===== src/rtl/wb_write_buffer.sv =====
// wb_write_buffer
//   Small FIFO of pending register-file writebacks. Accepted requests are
//   queued in order and drained one per cycle into a registered write port
//   whenever drain_en is high. Requests to register 0 are accepted and
//   dropped. An optional lookup (bypass) path reports the youngest pending
//   value for two read-port indices.
//
//   Optional feature macro: WB_WRITE_BUFFER_BYPASS_EN
//     defined   -> lk_hit*/lk_data* driven by the lookup logic
//     undefined -> lk_hit*/lk_data* tied to 0 (ports still present)
//
// Ports
//   clk            clock, all state updates on rising edge
//   rst_n          synchronous active-low reset
//   in_valid       writeback request present
//   in_ready       buffer can accept a request this cycle
//   in_reg/in_data destination register index / value
//   drain_en       register-file write port available this cycle
//   out_regwrite   register-file write enable
//   out_writereg   register-file write index
//   out_writedata  register-file write data
//   lk_reg1/2      lookup indices
//   lk_hit1/2      pending write exists for the lookup index
//   lk_data1/2     youngest pending value for the lookup index (0 on miss)
//   count          number of queued entries
module wb_write_buffer #(
   parameter int DEPTH = 4
) (
   input  logic                     clk,
   input  logic                     rst_n,
   input  logic                     in_valid,
   output logic                     in_ready,
   input  logic [2:0]               in_reg,
   input  logic [15:0]              in_data,
   input  logic                     drain_en,
   output logic                     out_regwrite,
   output logic [2:0]               out_writereg,
   output logic [15:0]              out_writedata,
   input  logic [2:0]               lk_reg1,
   input  logic [2:0]               lk_reg2,
   output logic                     lk_hit1,
   output logic                     lk_hit2,
   output logic [15:0]              lk_data1,
   output logic [15:0]              lk_data2,
   output logic [$clog2(DEPTH):0]   count
);

   localparam int AW = $clog2(DEPTH);
   localparam int CW = AW + 1;
   localparam logic [CW-1:0] FULL = CW'(DEPTH);

   logic [2:0]    mem_reg  [DEPTH];
   logic [15:0]   mem_data [DEPTH];
   logic [AW-1:0] head;
   logic [AW-1:0] tail;
   logic          accept;
   logic          push;
   logic          pop;

   assign in_ready = rst_n && (count < FULL);
   assign accept   = in_valid && in_ready;
   // Register 0 writes complete the handshake but never occupy a slot.
   assign push     = accept && (in_reg != 3'd0);
   assign pop      = drain_en && (count != '0);

   always_ff @(posedge clk) begin
      if (push) begin
         mem_reg[tail]  <= in_reg;
         mem_data[tail] <= in_data;
      end
   end

   always_ff @(posedge clk) begin
      if (!rst_n) begin
         head          <= '0;
         tail          <= '0;
         count         <= '0;
         out_regwrite  <= 1'b0;
         out_writereg  <= '0;
         out_writedata <= '0;
      end else begin
         if (push) begin
            tail <= tail + 1'b1;
         end
         if (pop) begin
            out_regwrite  <= 1'b1;
            out_writereg  <= mem_reg[head];
            out_writedata <= mem_data[head];
            head          <= head + 1'b1;
         end else begin
            out_regwrite  <= 1'b0;
         end
         case ({push, pop})
            2'b10:   count <= count + 1'b1;
            2'b01:   count <= count - 1'b1;
            default: count <= count;
         endcase
      end
   end

`ifdef WB_WRITE_BUFFER_BYPASS_EN
   logic [AW-1:0] idx;

   // Output register is the oldest candidate; queued entries are scanned
   // oldest to youngest so the last match wins.
   always_comb begin
      idx      = '0;
      lk_hit1  = 1'b0;
      lk_data1 = '0;
      lk_hit2  = 1'b0;
      lk_data2 = '0;
      if (out_regwrite && (lk_reg1 != 3'd0) && (out_writereg == lk_reg1)) begin
         lk_hit1  = 1'b1;
         lk_data1 = out_writedata;
      end
      if (out_regwrite && (lk_reg2 != 3'd0) && (out_writereg == lk_reg2)) begin
         lk_hit2  = 1'b1;
         lk_data2 = out_writedata;
      end
      for (int unsigned i = 0; i < DEPTH; i++) begin
         idx = head + i[AW-1:0];
         if ((CW'(i) < count) && (lk_reg1 != 3'd0) && (mem_reg[idx] == lk_reg1)) begin
            lk_hit1  = 1'b1;
            lk_data1 = mem_data[idx];
         end
         if ((CW'(i) < count) && (lk_reg2 != 3'd0) && (mem_reg[idx] == lk_reg2)) begin
            lk_hit2  = 1'b1;
            lk_data2 = mem_data[idx];
         end
      end
   end
`else
   logic unused_lk;
   assign unused_lk = ^{lk_reg1, lk_reg2};
   assign lk_hit1   = 1'b0;
   assign lk_hit2   = 1'b0;
   assign lk_data1  = '0;
   assign lk_data2  = '0;
`endif

endmodule

===== config.mk =====
export PLATFORM = sky130hd
export DESIGN_NAME = wb_write_buffer
export DESIGN_NICKNAME = d
export VERILOG_FILES = /design/src/rtl/wb_write_buffer.sv
export SDC_FILE = /design/constraint.sdc
export NUM_CORES = 1
export LEC_CHECK = 0
export ABC_AREA = 1
export BUFFER_PORTS_ARGS = -buffer_cell sky130_fd_sc_hd__buf_2
export CAP_MARGIN = 20
export CORE_MARGIN = 4
export CORE_UTILIZATION = 55
export CTS_BUF_LIST = sky130_fd_sc_hd__clkbuf_8
export DETAILED_ROUTE_END_ITERATION = 7
export MAX_ROUTING_LAYER = met4
export PLACE_DENSITY = 0.84
export REMOVE_ABC_BUFFERS = 1
export SLEW_MARGIN = 25
export SYNTH_ARGS = -nofsm -noshare
export SYNTH_HDL_FRONTEND = slang
export SYNTH_SLANG_ARGS = --single-unit

===== constraint.sdc =====
create_clock -name clk -period 2.1 [get_ports clk]
set_input_delay 0.105 -clock clk [delete_from_list [all_inputs] [get_ports clk]]
set_output_delay 0.105 -clock clk [all_outputs]
set_load 0.02 [all_outputs]

* After elaboration in Yosys (flattened, before gate mapping)
Memories as Yosys holds them, arrays and structs flattened. A register that Yosys moved wholly into a read port is not among the register bits. Index checks and enable logic that the tools add are counted.
Storage, ports and cells: flip-flop bits (word level) 8, bits in writable memories 76, input port bits 29, output and inout bits 58, logic and storage cells 26, memories 2
Memories:
- mem_data | words 4, bits a word 16, read ports 1, clocked after Yosys merged registers in 1, wr ports 1, line 53 | logic [15:0] mem_data [DEPTH];
- mem_reg | words 4, bits a word 3, read ports 1, clocked after Yosys merged registers in 1, wr ports 1, line 52 | logic [2:0] mem_reg [DEPTH];
Cells by class: add/subtract/negate cells 4, order comparisons 1, equal/unequal tests 2, mux-type cells 4, reduce and logical (&&, ||, !) cells 9
Operators by type and width (count):
- 3-bit case mux with 2 select lines | 1
- 3-bit nonzero test | 2
- 2-bit by 1-bit adder with 2-bit output, second input constant | 2
- 1-bit logical AND | 4
- 3-bit by 1-bit adder with 3-bit output, second input constant | 1
- 3-bit < comparator, second input constant | 1
- 1-bit 2-to-1 mux | 3
- 3-bit by 1-bit subtractor with 3-bit output, second input constant | 1
- 2-bit by 1-bit == test with 1-bit output, second input constant | 1
- 2-bit == test, second input constant | 1
- 1-bit logical NOT | 2
- 2-bit nonzero test | 1

* Logic depth before layout (Yosys ltp)
depth after elaboration 6, gate-level depth with buffers 13, mapped depth without buffers 13

* Worst setup path before layout
Ideal clock, no wire load.
path type reg-to-reg, start register count[2], end memory mem_data[0][0], enable pin, library setup time 395 ps, arrival time 1600 ps, required time 1705 ps, setup slack 105 ps, stages on the path, launching flop included 6, buffers on the path 0, period minus slack after synthesis 1995 ps, path through dfxtp_1 inv_1 nand2_4 nor2_4 nand2_4 nor2_1
On the way: longest elaborated chain between the ends 6
RTL lines:
- start, declared | line 45 | output logic [$clog2(DEPTH):0] count
- start signal, assigned | line 94 | 2'b10: count <= count + 1'b1;
- start signal, assigned | line 95 | 2'b01: count <= count - 1'b1;
- start signal, assigned | line 96 | default: count <= count;
- 3-bit < comparator | line 60 | assign in_ready = rst_n && (count < FULL);
- 1-bit logical AND | line 60
- 1-bit logical AND | line 61 | assign accept = in_valid && in_ready;
- 1-bit logical AND | line 63 | assign push = accept && (in_reg != 3'd0);
- 1-bit 2-to-1 mux | line 67 | if (push) begin
- 1-bit 2-to-1 mux (not written as such) | line 69 | mem_data[tail] <= in_data;
- end, declared | line 53
No other way between the ends.

* Worst setup path after layout
start input in_reg[1], end register count[2]
On the way: longest elaborated chain between the ends 4, elaborated cells between the ends (all ways) 6, classes of those cells eq/ne: 2; mux: 1; reduce/logical: 3
RTL lines:
- start, declared | line 33 | input logic [2:0] in_reg,
- 3-bit nonzero test * | line 63
- 1-bit logical AND * | line 63
- 2-bit by 1-bit == test with 1-bit output / 2-bit == test (equally long branches) | line 93 | case ({push, pop})
- 3-bit case mux with 2 select lines / 2-bit nonzero test (equally long branches)
Every way passes the cells marked *; elsewhere a longest branch is shown, timed or not. A chain may end at the register's enable or synchronous reset.

==> flow_summary.ini <==
[power]
peakVddDrop_mv = 0.891
power.density_nw_per_um2 = 1020
power.static_leakage_nw = 2.66

[timing]
worst-slew-pin-transition_ps = 725
finalHoldViolCount = 0
final.period_utilization = 0.907
relSlewSlack = 0.516
final_period_minus_worst_setup_slack_ps = 1900
total_negative_slack_for_setup_checks_ps = 0
slack_of_the_critical_path_ps = 196
grt_setup_unrepaired = false
clock.fmax_mhz = 525
finalSetupViolCount = 0
finClkSkew_ps = 7.99
maxSlewViolCount = 0

[detailed_routing]
via_count = 3203
detail_route.wl_per_cell_um = 12.2
drt-pass1-iter-count = 4
via_per_inst = 4.54
remaining_drc_errors = 0
totalWireLength_mm = 8.58
antenna_left = 0
detailedRoute.firstIterationViolations = 151

[critical_path]
cp.depth = 14
critical_path.startpoint = in_reg[1]
r2r-start = count[2]
timing.critical_path.buf_inv = 4
required_ps = 2350
critical_path.reg2reg.endpoint = count[2]
crit_chain = dlygate4sd3_1 > buf_2 > nor2_1 > nand2_1 > nand2_4 > ha_1 > inv_1 > fa_1 > inv_1 > nand2_1 > nand3_1 > nand2_1 > nand2_1 > nor2_1
slowest_stage = sky130_fd_sc_hd__dlygate4sd3_1
cell_repeated_most_along_the_worst_path = sky130_fd_sc_hd__nand2_1
endpoint = count[2]
cp_startpoint_kind = input pin
timing.critical_path.fanout_max = 7
cp.arrival_ps = 2160
r2r.worst_path.cells = 13
critical_path.endpoint_type = flip-flop
reg2reg_slack_ps = 290
cp_top_family = buffers and inverters
timing.setup.critical_path_class = input pin to flip-flop
critPathMaxStageDelay_ps = 530

[yosys]
synth_cells = 528
mux_cell_area_share_after_synthesis = 0
yosys.area.top_type = sky130_fd_sc_hd__edfxtp_1
synth.distinct_cells = 23
synth_top_cells_by_area = sky130_fd_sc_hd__edfxtp_1 47%, sky130_fd_sc_hd__dfxtp_1 11%, sky130_fd_sc_hd__nand2_1 11%
syn-mean-instance-area_um2 = 9.12
post_synthesis_sequential_element_count = 103
synth.cell_area_um2 = 4820
compound_gate_fraction_of_synth_area = 0.00805
area_share_of_the_largest_cell_type_after_synthesis = 0.474
synth-seq-area-share = 0.586
main_combinational_cell_family_by_area_after_synthesis = simple AND/OR/NAND/NOR gates
synth_warnings = 0
post_synth_fa_ha_maj_area_fraction = 0.0171
post_synthesis_share_of_cell_area_spent_on_xor_and_xnor_gates = 0
synth_simple_gate_area_share = 0.209

[floorplan]
boundaryPins = 87
die_y_um = 102
placeableCoreArea_um2 = 8380
die_width_um = 102
initial_core_util = 0.575
die_area_um2 = 10300
rows = 33

[global_routing]
number_of_global_route_vias_before_repair = 3024
grt_overflow = 0
grt_antenna_before_repair = 0
grt_max_degree = 42
groute.usage.overall = 0.183
grt_pass1_wl_mm = 14.1

[cts]
cts.sink_count = 103
cts_setup_buffers = 0
cts_root_buffer = sky130_fd_sc_hd__clkbuf_8
tritoncts_clock_tree = done
number_of_clock_buffers_inserted_by_tritoncts = 9
h-tree-depth = 3
cts.path.max_buffers = 2
worst_setup_hold_path_clk_slew_ps = 80
insertion_delay_ps = 360

[final_layout]
final_cell_mix = 144 x sky130_fd_sc_hd__nand2_1, 118 x sky130_fd_sc_hd__inv_1, 76 x sky130_fd_sc_hd__edfxtp_1
num-nets-final = 630
antenna-diode-count = 0
layout-drive-gt1-share = 0.138
register_area_um2 = 2820
largest_register_ff_count = 64
number_of_filler_instances_in_the_final_layout = 639
most_common_cell_after_layout_fill_and_taps_aside = sky130_fd_sc_hd__nand2_1
multiInputGateArea_um2 = 1270
area_growth_pct = 11.4

[run]
drv_cap = 0

[status]
run_status = finished, final reports clean

[placement]
gp_congestion = 0.760
dp_hpwl_mm = 5.38
preCtsSetupSlack_ps = 336
portBuffers = 46

[worst_hold_path]
hp-class = input pin to flip-flop
through the flow:
| step | utilization | total power [mW] | cell area [um2] | instances | hold slack, ps |
|---|---|---|---|---|---|
| after floorplan | - | 3.76 | 4520 | 507 | 204 |
| after global placement | 0.595 | 4.22 | 4990 | 670 | 315 |
| after detailed placement | 0.595 | 4.28 | 4990 | 670 | 321 |
| after CTS | 0.640 | 5.47 | 5370 | 705 | 24.0 |
| after global routing | 0.640 | 5.81 | 5370 | 705 | 26.7 |
| final | 0.640 | 5.45 | 5370 | 705 | 39.1 |
timing repair:
action	4_1_cts	5_1_grt
gates resized for setup	0	0
endpoints found under the hold margin	76	0
hold buffers	19	0
worst min path at each step:
stage	from	endpoint	slack, ps	cells past startpoint
final	drain_en	head[1]	40	3
after global routing	drain_en	head[1]	30	3
after CTS	drain_en	head[1]	20	3
after detailed placement	in_data[9]	mem_data[2][9]	320	1
after global placement	in_data[9]	mem_data[1][9]	320	1
after floorplan	in_data[0]	mem_data[0][0]	200	0
where the power goes:
part           internal (mW)  switching, mW  leakage, nW
Sequential              2.42          0.124        0.911
Clock                  0.564          0.613        0.113
Combinational          0.566           1.16         1.63
final cells by class:
cell class | instances | share of cell area
clock buffers | 10 | 0.0256
clock inverters | 6 | 0.00909
flip-flops and latches | 103 | 0.526
inverters | 114 | 0.0811
multi-input cells | 290 | 0.236
repair buffers | 77 | 0.0975
well taps | 105 | 0.0245
cell families after synthesis:
kind of cell | Yosys count
AND/OR/NAND/NOR | 243
buffers and inverters | 168
other | 1
flip-flops | 103
adder cells (fa/ha/maj) | 6
AO/OA/AOI/OAI | 7
synthesized netlist by cell type:
master,number
sky130_fd_sc_hd__nand2_2,2
sky130_fd_sc_hd__inv_1,113
sky130_fd_sc_hd__nand3_1,39
sky130_fd_sc_hd__nor2_1,51
sky130_fd_sc_hd__buf_6,9
sky130_fd_sc_hd__dfxtp_1,27
sky130_fd_sc_hd__edfxtp_1,76
sky130_fd_sc_hd__o21ai_0,2
sky130_fd_sc_hd__nand2_1,144
sky130_fd_sc_hd__conb_1,1
sky130_fd_sc_hd__buf_2,6
sky130_fd_sc_hd__a21oi_1,3
sky130_fd_sc_hd__nand3_2,1
sky130_fd_sc_hd__ha_1,5
sky130_fd_sc_hd__nor2_2,1
sky130_fd_sc_hd__buf_4,39
sky130_fd_sc_hd__nor2_4,1
sky130_fd_sc_hd__nand2_4,3
sky130_fd_sc_hd__a21oi_2,1
sky130_fd_sc_hd__fa_1,1
sky130_fd_sc_hd__o21ai_1,1
sky130_fd_sc_hd__inv_8,1
sky130_fd_sc_hd__nand3b_1,1
layer usage:
layer	track usage	vias to the layer above	part of all wire
met5	-	-	0
met4	0.0736	0	0.0059
met3	0.0296	4	0.081
met2	0.307	124	0.51
met1	0.221	1427	0.41
li1	-	1648	-
worst reg2reg max path: stages (launching register included):
cell and delay, ps:
sky130_fd_sc_hd__dfxtp_1 370, sky130_fd_sc_hd__inv_1 100, sky130_fd_sc_hd__nand2_4 80, sky130_fd_sc_hd__nor2_4 40
sky130_fd_sc_hd__nand2_4 110, sky130_fd_sc_hd__ha_1 180, sky130_fd_sc_hd__inv_1 70, sky130_fd_sc_hd__fa_1 390
sky130_fd_sc_hd__inv_1 80, sky130_fd_sc_hd__nand2_1 50, sky130_fd_sc_hd__nand3_1 90, sky130_fd_sc_hd__nand2_1 60
sky130_fd_sc_hd__nand2_1 60, sky130_fd_sc_hd__nor2_1 40
(Power assumes the default switching activity.)
